[config.mk]
export PLATFORM = sky130hd
export DESIGN_NAME = des_round_sequencer_flat
export DESIGN_NICKNAME = d
export VERILOG_FILES = /design/src/rtl/des_round_sequencer_if.sv /design/src/rtl/des_round_sequencer.sv /design/src/flat_wrapper.sv
export SDC_FILE = /design/constraint.sdc
export NUM_CORES = 1
export LEC_CHECK = 0
export BUFFER_PORTS_ARGS = -buffer_cell sky130_fd_sc_hd__buf_2
export CAP_MARGIN = 20
export CORE_ASPECT_RATIO = 1.1
export CORE_MARGIN = 2
export CORE_UTILIZATION = 25
export CTS_BUF_LIST = sky130_fd_sc_hd__clkbuf_2 sky130_fd_sc_hd__clkbuf_4 sky130_fd_sc_hd__clkbuf_8
export DETAILED_ROUTE_END_ITERATION = 6
export GPL_ROUTABILITY_DRIVEN = 0
export SLEW_MARGIN = 40
export SYNTH_ARGS = -nofsm -noshare
export SYNTH_HDL_FRONTEND = slang
export SYNTH_SLANG_ARGS = --single-unit
[constraint.sdc]
create_clock -name clk -period 5.2 [get_ports clk]
set_input_delay 0.52 -clock clk [delete_from_list [all_inputs] [get_ports clk]]
set_output_delay 0.52 -clock clk [all_outputs]
set_load 0.02 [all_outputs]
[src/rtl/des_round_sequencer_if.sv]
// -----------------------------------------------------------------------------
// des_round_sequencer_if
// Purpose : Groups the handshake between the DES round sequencer, the input
//           controller, the external round unit, the FP capture stage and the
//           result consumer.
// Signals : start     input-controller level (inputComplete), rising edge = run
//           mode      0 = encrypt, 1 = decrypt (only used with DES_DECRYPT_EN)
//           ip_load   1-cycle pulse, load data through IP and key through PC-1
//           rnd_go    1-cycle pulse, round unit starts round rnd_num
//           rnd_num   current round index, stable from rnd_go to rnd_done
//           rnd_shift key-half rotate amount for the current round (0/1/2)
//           rnd_dir   rotate direction, 0 = left, 1 = right
//           rnd_done  1-cycle pulse from round unit, round finished
//           fp_load   1-cycle pulse, capture swapped R16L16 through FP
//           busy      high from LOAD through FINAL
//           done      result valid, held until res_ack
//           error     round-unit timeout, held until res_ack
//           res_ack   consumer acknowledge of done/error
// Modports: master = sequencer side, slave = surrounding datapath/controller.
// -----------------------------------------------------------------------------
interface des_round_sequencer_if;
    logic       start;
    logic       mode;
    logic       ip_load;
    logic       rnd_go;
    logic [3:0] rnd_num;
    logic [1:0] rnd_shift;
    logic       rnd_dir;
    logic       rnd_done;
    logic       fp_load;
    logic       busy;
    logic       done;
    logic       error;
    logic       res_ack;

    modport master (
        input  start, mode, rnd_done, res_ack,
        output ip_load, rnd_go, rnd_num, rnd_shift, rnd_dir,
               fp_load, busy, done, error
    );

    modport slave (
        output start, mode, rnd_done, res_ack,
        input  ip_load, rnd_go, rnd_num, rnd_shift, rnd_dir,
               fp_load, busy, done, error
    );
endinterface

[src/rtl/des_round_sequencer.sv]
// -----------------------------------------------------------------------------
// des_round_sequencer
// Purpose : Once keyboard entry of data/key is complete, pulses IP/PC-1 load,
//           issues ROUNDS round requests to the external round unit together
//           with the key-schedule shift for each round, then pulses the
//           final-permutation capture. The result flag (done or error) is held
//           for the display until the consumer acknowledges it.
// Ports   : clk  system clock
//           rst  asynchronous, active-low reset
//           bus  des_round_sequencer_if.master (see interface header)
// Params  : ROUNDS        number of Feistel rounds issued (2..16)
//           ROUND_TIMEOUT max WAIT_RND cycles counted before ERROR (8-bit)
// Config  : DES_DECRYPT_EN - when defined, mode is latched on the starting
//           edge and selects the decrypt key schedule (right rotates, shift 0
//           on round 0). When undefined, mode is ignored and rnd_dir is 0.
// -----------------------------------------------------------------------------
module des_round_sequencer #(
    parameter int ROUNDS        = 16,
    parameter int ROUND_TIMEOUT = 255
) (
    input  logic                  clk,
    input  logic                  rst,
    des_round_sequencer_if.master bus
);

    typedef enum logic [2:0] {
        S_IDLE,
        S_LOAD,
        S_ISSUE,
        S_WAIT_RND,
        S_FINAL,
        S_DONE,
        S_ERROR
    } state_t;

    localparam logic [3:0] LAST_RND    = 4'(ROUNDS - 1);
    localparam logic [7:0] TIMEOUT_CNT = 8'(ROUND_TIMEOUT);

    state_t     r_state;
    logic       r_start_q;
    logic [3:0] r_rnd_num;
    logic [7:0] r_cnt;
    logic       r_ip_load;
    logic       r_rnd_go;
    logic       r_fp_load;
    logic       r_busy;
    logic       r_done;
    logic       r_error;

    logic       w_start_rise;
    logic [1:0] w_shift;
    logic       w_dir;

    // A start level that stays high never retriggers: only a fresh edge counts.
    assign w_start_rise = bus.start & ~r_start_q;

    // Encrypt schedule: single rotate on rounds 0,1,8,15, double elsewhere.
    function automatic logic [1:0] enc_shift(input logic [3:0] rnd);
        logic [1:0] sh;
        case (rnd)
            4'd0, 4'd1, 4'd8, 4'd15: sh = 2'd1;
            default:                 sh = 2'd2;
        endcase
        return sh;
    endfunction

    // Decrypt schedule: the key after PC-1 already equals K16's C/D halves,
    // so round 0 needs no rotation; the rest mirror the encrypt table.
    function automatic logic [1:0] dec_shift(input logic [3:0] rnd);
        logic [1:0] sh;
        case (rnd)
            4'd0:                    sh = 2'd0;
            4'd1, 4'd8, 4'd15:       sh = 2'd1;
            default:                 sh = 2'd2;
        endcase
        return sh;
    endfunction

`ifdef DES_DECRYPT_EN
    logic r_mode_q;

    // Mode is captured only on the starting edge so mid-run changes are inert.
    always_ff @(posedge clk or negedge rst) begin
        if (!rst) begin
            r_mode_q <= 1'b0;
        end else if (r_state == S_IDLE && w_start_rise) begin
            r_mode_q <= bus.mode;
        end
    end

    always_comb begin
        w_shift = enc_shift(r_rnd_num);
        w_dir   = 1'b0;
        if (r_mode_q) begin
            w_shift = dec_shift(r_rnd_num);
            w_dir   = 1'b1;
        end
    end
`else
    always_comb begin
        w_shift = enc_shift(r_rnd_num);
        w_dir   = 1'b0;
    end
`endif

    always_ff @(posedge clk or negedge rst) begin
        if (!rst) begin
            r_state   <= S_IDLE;
            r_start_q <= 1'b0;
            r_rnd_num <= 4'd0;
            r_cnt     <= 8'd0;
            r_ip_load <= 1'b0;
            r_rnd_go  <= 1'b0;
            r_fp_load <= 1'b0;
            r_busy    <= 1'b0;
            r_done    <= 1'b0;
            r_error   <= 1'b0;
        end else begin
            r_start_q <= bus.start;
            // Pulse outputs default low; each is raised on entry to its state.
            r_ip_load <= 1'b0;
            r_rnd_go  <= 1'b0;
            r_fp_load <= 1'b0;

            case (r_state)
                S_IDLE: begin
                    if (w_start_rise) begin
                        r_state   <= S_LOAD;
                        r_ip_load <= 1'b1;
                        r_busy    <= 1'b1;
                    end
                end

                S_LOAD: begin
                    r_rnd_num <= 4'd0;
                    r_rnd_go  <= 1'b1;
                    r_state   <= S_ISSUE;
                end

                S_ISSUE: begin
                    r_cnt   <= 8'd0;
                    r_state <= S_WAIT_RND;
                end

                S_WAIT_RND: begin
                    // A finishing round beats a timeout reached in the same cycle.
                    if (bus.rnd_done) begin
                        if (r_rnd_num == LAST_RND) begin
                            r_fp_load <= 1'b1;
                            r_state   <= S_FINAL;
                        end else begin
                            r_rnd_num <= r_rnd_num + 4'd1;
                            r_rnd_go  <= 1'b1;
                            r_state   <= S_ISSUE;
                        end
                    end else if (r_cnt == TIMEOUT_CNT) begin
                        r_busy  <= 1'b0;
                        r_error <= 1'b1;
                        r_state <= S_ERROR;
                    end else begin
                        r_cnt <= r_cnt + 8'd1;
                    end
                end

                S_FINAL: begin
                    r_busy  <= 1'b0;
                    r_done  <= 1'b1;
                    r_state <= S_DONE;
                end

                S_DONE: begin
                    if (bus.res_ack) begin
                        r_done  <= 1'b0;
                        r_state <= S_IDLE;
                    end
                end

                S_ERROR: begin
                    if (bus.res_ack) begin
                        r_error <= 1'b0;
                        r_state <= S_IDLE;
                    end
                end

                default: begin
                    r_busy  <= 1'b0;
                    r_state <= S_IDLE;
                end
            endcase
        end
    end

    assign bus.ip_load   = r_ip_load;
    assign bus.rnd_go    = r_rnd_go;
    assign bus.rnd_num   = r_rnd_num;
    // Shift/direction are only meaningful during a run; keep them quiet otherwise.
    assign bus.rnd_shift = r_busy ? w_shift : 2'd0;
    assign bus.rnd_dir   = r_busy & w_dir;
    assign bus.fp_load   = r_fp_load;
    assign bus.busy      = r_busy;
    assign bus.done      = r_done;
    assign bus.error     = r_error;

endmodule

[src/flat_wrapper.sv]
// flat-port wrapper written by rule: the top's interface ports become plain ports
module des_round_sequencer_flat 
#(
    parameter int ROUNDS        = 16,
    parameter int ROUND_TIMEOUT = 255
)
  (clk, rst, bus_start, bus_mode, bus_rnd_done, bus_res_ack, bus_ip_load, bus_rnd_go, bus_rnd_num, bus_rnd_shift, bus_rnd_dir, bus_fp_load, bus_busy, bus_done, bus_error);
  des_round_sequencer_if bus_i ();
  input  logic clk;
  input  logic rst;
  input wire logic [$bits(bus_i.start)-1:0] bus_start;
  input wire logic [$bits(bus_i.mode)-1:0] bus_mode;
  input wire logic [$bits(bus_i.rnd_done)-1:0] bus_rnd_done;
  input wire logic [$bits(bus_i.res_ack)-1:0] bus_res_ack;
  output wire logic [$bits(bus_i.ip_load)-1:0] bus_ip_load;
  output wire logic [$bits(bus_i.rnd_go)-1:0] bus_rnd_go;
  output wire logic [$bits(bus_i.rnd_num)-1:0] bus_rnd_num;
  output wire logic [$bits(bus_i.rnd_shift)-1:0] bus_rnd_shift;
  output wire logic [$bits(bus_i.rnd_dir)-1:0] bus_rnd_dir;
  output wire logic [$bits(bus_i.fp_load)-1:0] bus_fp_load;
  output wire logic [$bits(bus_i.busy)-1:0] bus_busy;
  output wire logic [$bits(bus_i.done)-1:0] bus_done;
  output wire logic [$bits(bus_i.error)-1:0] bus_error;
  assign bus_i.start = bus_start;
  assign bus_i.mode = bus_mode;
  assign bus_i.rnd_done = bus_rnd_done;
  assign bus_i.res_ack = bus_res_ack;
  assign bus_ip_load = bus_i.ip_load;
  assign bus_rnd_go = bus_i.rnd_go;
  assign bus_rnd_num = bus_i.rnd_num;
  assign bus_rnd_shift = bus_i.rnd_shift;
  assign bus_rnd_dir = bus_i.rnd_dir;
  assign bus_fp_load = bus_i.fp_load;
  assign bus_busy = bus_i.busy;
  assign bus_done = bus_i.done;
  assign bus_error = bus_i.error;
  des_round_sequencer #(.ROUNDS(ROUNDS), .ROUND_TIMEOUT(ROUND_TIMEOUT)) u_core (.clk(clk), .rst(rst), .bus(bus_i));
endmodule
==> impl_results.md <==
- Status: completed
- Clock buffer depth: 2
- First-pass GRT wire length: 4270 µm
- Final nets: 154
- Row cnt: 26
- Asr flop ratio synth: 100%
- Clock latency on the worst-skew pair: 260 ps
- Most numerous cell in the Yosys netlist: dfrtp_1
- Tot GR Track Use: 9.48%
- DRT antenna net count: 0
- Count of buffers from port buffering: 16
- Synth Flop Type: dfrtp_1
- CTS clk-pin slew, worst paths: 80 ps
- Post-CTS resize count: 0
- Layout cells sized above 1: 17.6%
- Total chip power: 639 µW
- MaxCap Viol Count: 0
- Final wirelength: 2450 µm
- Fin util: 29.5%
- Synth cell types: 43
- Worst path required time: 4680 ps
- CTS Buf Count: 3
- Area growth syn-to-layout: 12.3%
- Largest net degree at the start of global routing: 23
- WS Path Type: reg -> out
- Min Tclk post-route: 2120 ps
- Sequential element share of the synthesized area: 44.4%
- Total Die Area: 5530 µm²
- Synthesis-stage register bit count: 22
- Initial DRC Count: 48
- VDD IR max: 0.107 mV
- Htree depth: 1
- Ant diodes: 0
- DRC violations left: 0
- Placeable Area: 4720 µm²
- Initial antenna violation count: 0
- Setup TNS: 0 ps
- Setup Viol. Count Final: 0
- Cell taking the most area after synthesis: dfrtp_1
- Vias: 983
- Crit path arrival time: 1600 ps
- Fin cells: 198
- GRT overflow: 0
- Worst hold path type: in -> async
- Syn avg cell area: 9.60 µm²
- Cell area after synthesis: 1240 µm²
- Fill cells: 498
- # hold bufs at CTS: 0
- Peak Freq: 0.471 GHz
- DR vias/cell: 4.96
- Crit start category: flip-flop
- DRT Pass-1 Iters: 4
- Clk_skew: 5.36 ps
- Post-synth top cells: dfrtp_1 (22), inv_1 (13), a21oi_1 (12), nand3_1 (7), o21ai_0 (7)
- Lkg Pwr: 0.649 nW
- Syn Inst Count: 129
- Period utilization: 40.8%
- Drt wl/cell: 12.4 µm
- Crit Path Max Fanout: 7
- TritonCTS clock tree: yes
- Dpl cells: 195
- Die width: 71.1 µm
- PwrDens: 460 nW/µm²
- Final Hold Fails: 0
- Unrepaired setup endpoints after global routing: false
- Post-DP HPWL: 1770 µm
- Post-Synthesis Net Count: 139
- Post-CTS Setup Inserts: 0
- Pins over their slew limit: 0
- Num Clock Sinks: 22
- # IOs: 19
- Die Y: 77.8 µm
- CTS root buf: clkbuf_8
- Worst Tran Pin Value: 566 ps
- CP Capture Type: primary output
- Synth warnings: 0
- Vias in the first global route: 953
- Number of enable flip-flop cells after synthesis: 0
- Synth top area cells: dfrtp_1 (44%), a21oi_1 (4.8%), ha_1 (4.0%)
- Slew HR: 62.2%
- Starting Density: 26.3%
- Synth top area share: 44.4%
[layer usage]
| layer | GRT usage, % | share of wire (%) | vias to the layer above |
|---|---|---|---|
| met5 | 0 | 0 | - |
| met4 | 3.40 | 1.7 | 0 |
| met3 | 2.47 | 4.0 | 5 |
| met2 | 16.1 | 48 | 16 |
| met1 | 11.5 | 46 | 466 |
| li1 | - | - | 496 |
[worst max-delay path: stages (launching register included)]
cell     delay [ps]
dfrtp_1         460
ha_1            270
nand3_1         140
o21ai_0         150
and2_1          180
buf_2           150
[cell families after synthesis]
| family | after synthesis | synth area share [%] |
|---|---|---|
| compound gates | 39 | 20.8 |
| xor+xnor | 1 | 1.31 |
| fa+ha+maj | 4 | 4.04 |
| buf+inv | 19 | 7.07 |
| flops | 22 | 44.4 |
| mux | 2 | 2.02 |
| other cells | 1 | 0.303 |
| simple gates | 41 | 20.0 |
[stage by stage]
stage               hold WS, ps  setup slack [ps]  cell area (µm²)
floorplan                   224              3410             1240
global placement            487              3380             1350
detailed placement          488              3370             1350
CTS                         241              3070             1390
global route                255              2940             1390
finish                      209              3080             1390
[power breakdown]
| part | switching (mW) | internal, mW | total [mW] |
|---|---|---|---|
| Combinational | 0.155 | 0.110 | 0.266 |
| Clock | 0.0528 | 0.0517 | 0.104 |
| Sequential | 0.0638 | 0.205 | 0.269 |
| Total | 0.272 | 0.367 | 0.639 |
[flip-flops by register name, indices dropped and copies added (netlist names)]
signal and flops:
u_core.r_start_q 1, u_core.r_cnt 8, u_core.bus.rnd_num 4, u_core.bus.rnd_go 1, u_core.bus.done 1, u_core.bus.ip_load 1, u_core.bus.error 1, u_core.r_state 3
u_core.bus.busy 1, u_core.bus.fp_load 1
[placed cells by master (no fill, tap or decap), types with 2 or more instances in the layout]
cell      netlist  layout
o31ai_1         2       2
nor3_1          3       3
o21ai_0         7       7
o221ai_1        2       2
a22o_1          2       2
o21a_1          2       2
nand3_1         7       7
dfrtp_1        22      22
a31oi_1         2       2
ha_1            4       4
buf_2           1      16
o41ai_1         2       2
nor2_1          6       6
nand2b_1        3       3
nand2_1         6       6
nor4_1          2       2
clkbuf_8        0       3
a21oi_1        12      12
inv_1          13      13
a41o_1          2       2
and3_1          4       4
[cell type report]
cell class / instances / area, µm² / share of cell area [%]
flip-flops and latches: 22 / 551 / 39.6
clock buffers: 3 / 41.3 / 2.97
multi-input cells: 88 / 601 / 43.2
inverters: 13 / 48.8 / 3.51
well taps: 56 / 70.1 / 5.04
repair buffers: 16 / 80.1 / 5.76
[worst paths after layout]
kind | from | end | slack [ps] | depth (start not counted)
max | u_core.bus.rnd_num[0]$_DFFE_PN0P_ | bus_rnd_shift[0] | 3080 | 5
min | rst | u_core.bus.rnd_num[0]$_DFFE_PN0P_ | 210 | 1
max reg2reg | u_core.r_state[0]$_DFFE_PN0P_ | u_core.r_state[0]$_DFFE_PN0P_ | 3390 | 4
min reg2reg | u_core.bus.done$_DFFE_PN0P_ | u_core.bus.done$_DFFE_PN0P_ | 500 | 1
max in group asynchronous | rst | u_core.r_start_q$_DFF_PN0_ | 4650 | 1
min in group clk | bus_start | u_core.r_start_q$_DFF_PN0_ | 380 | 1
No activity file was read; power rests on OpenSTA's default activity.
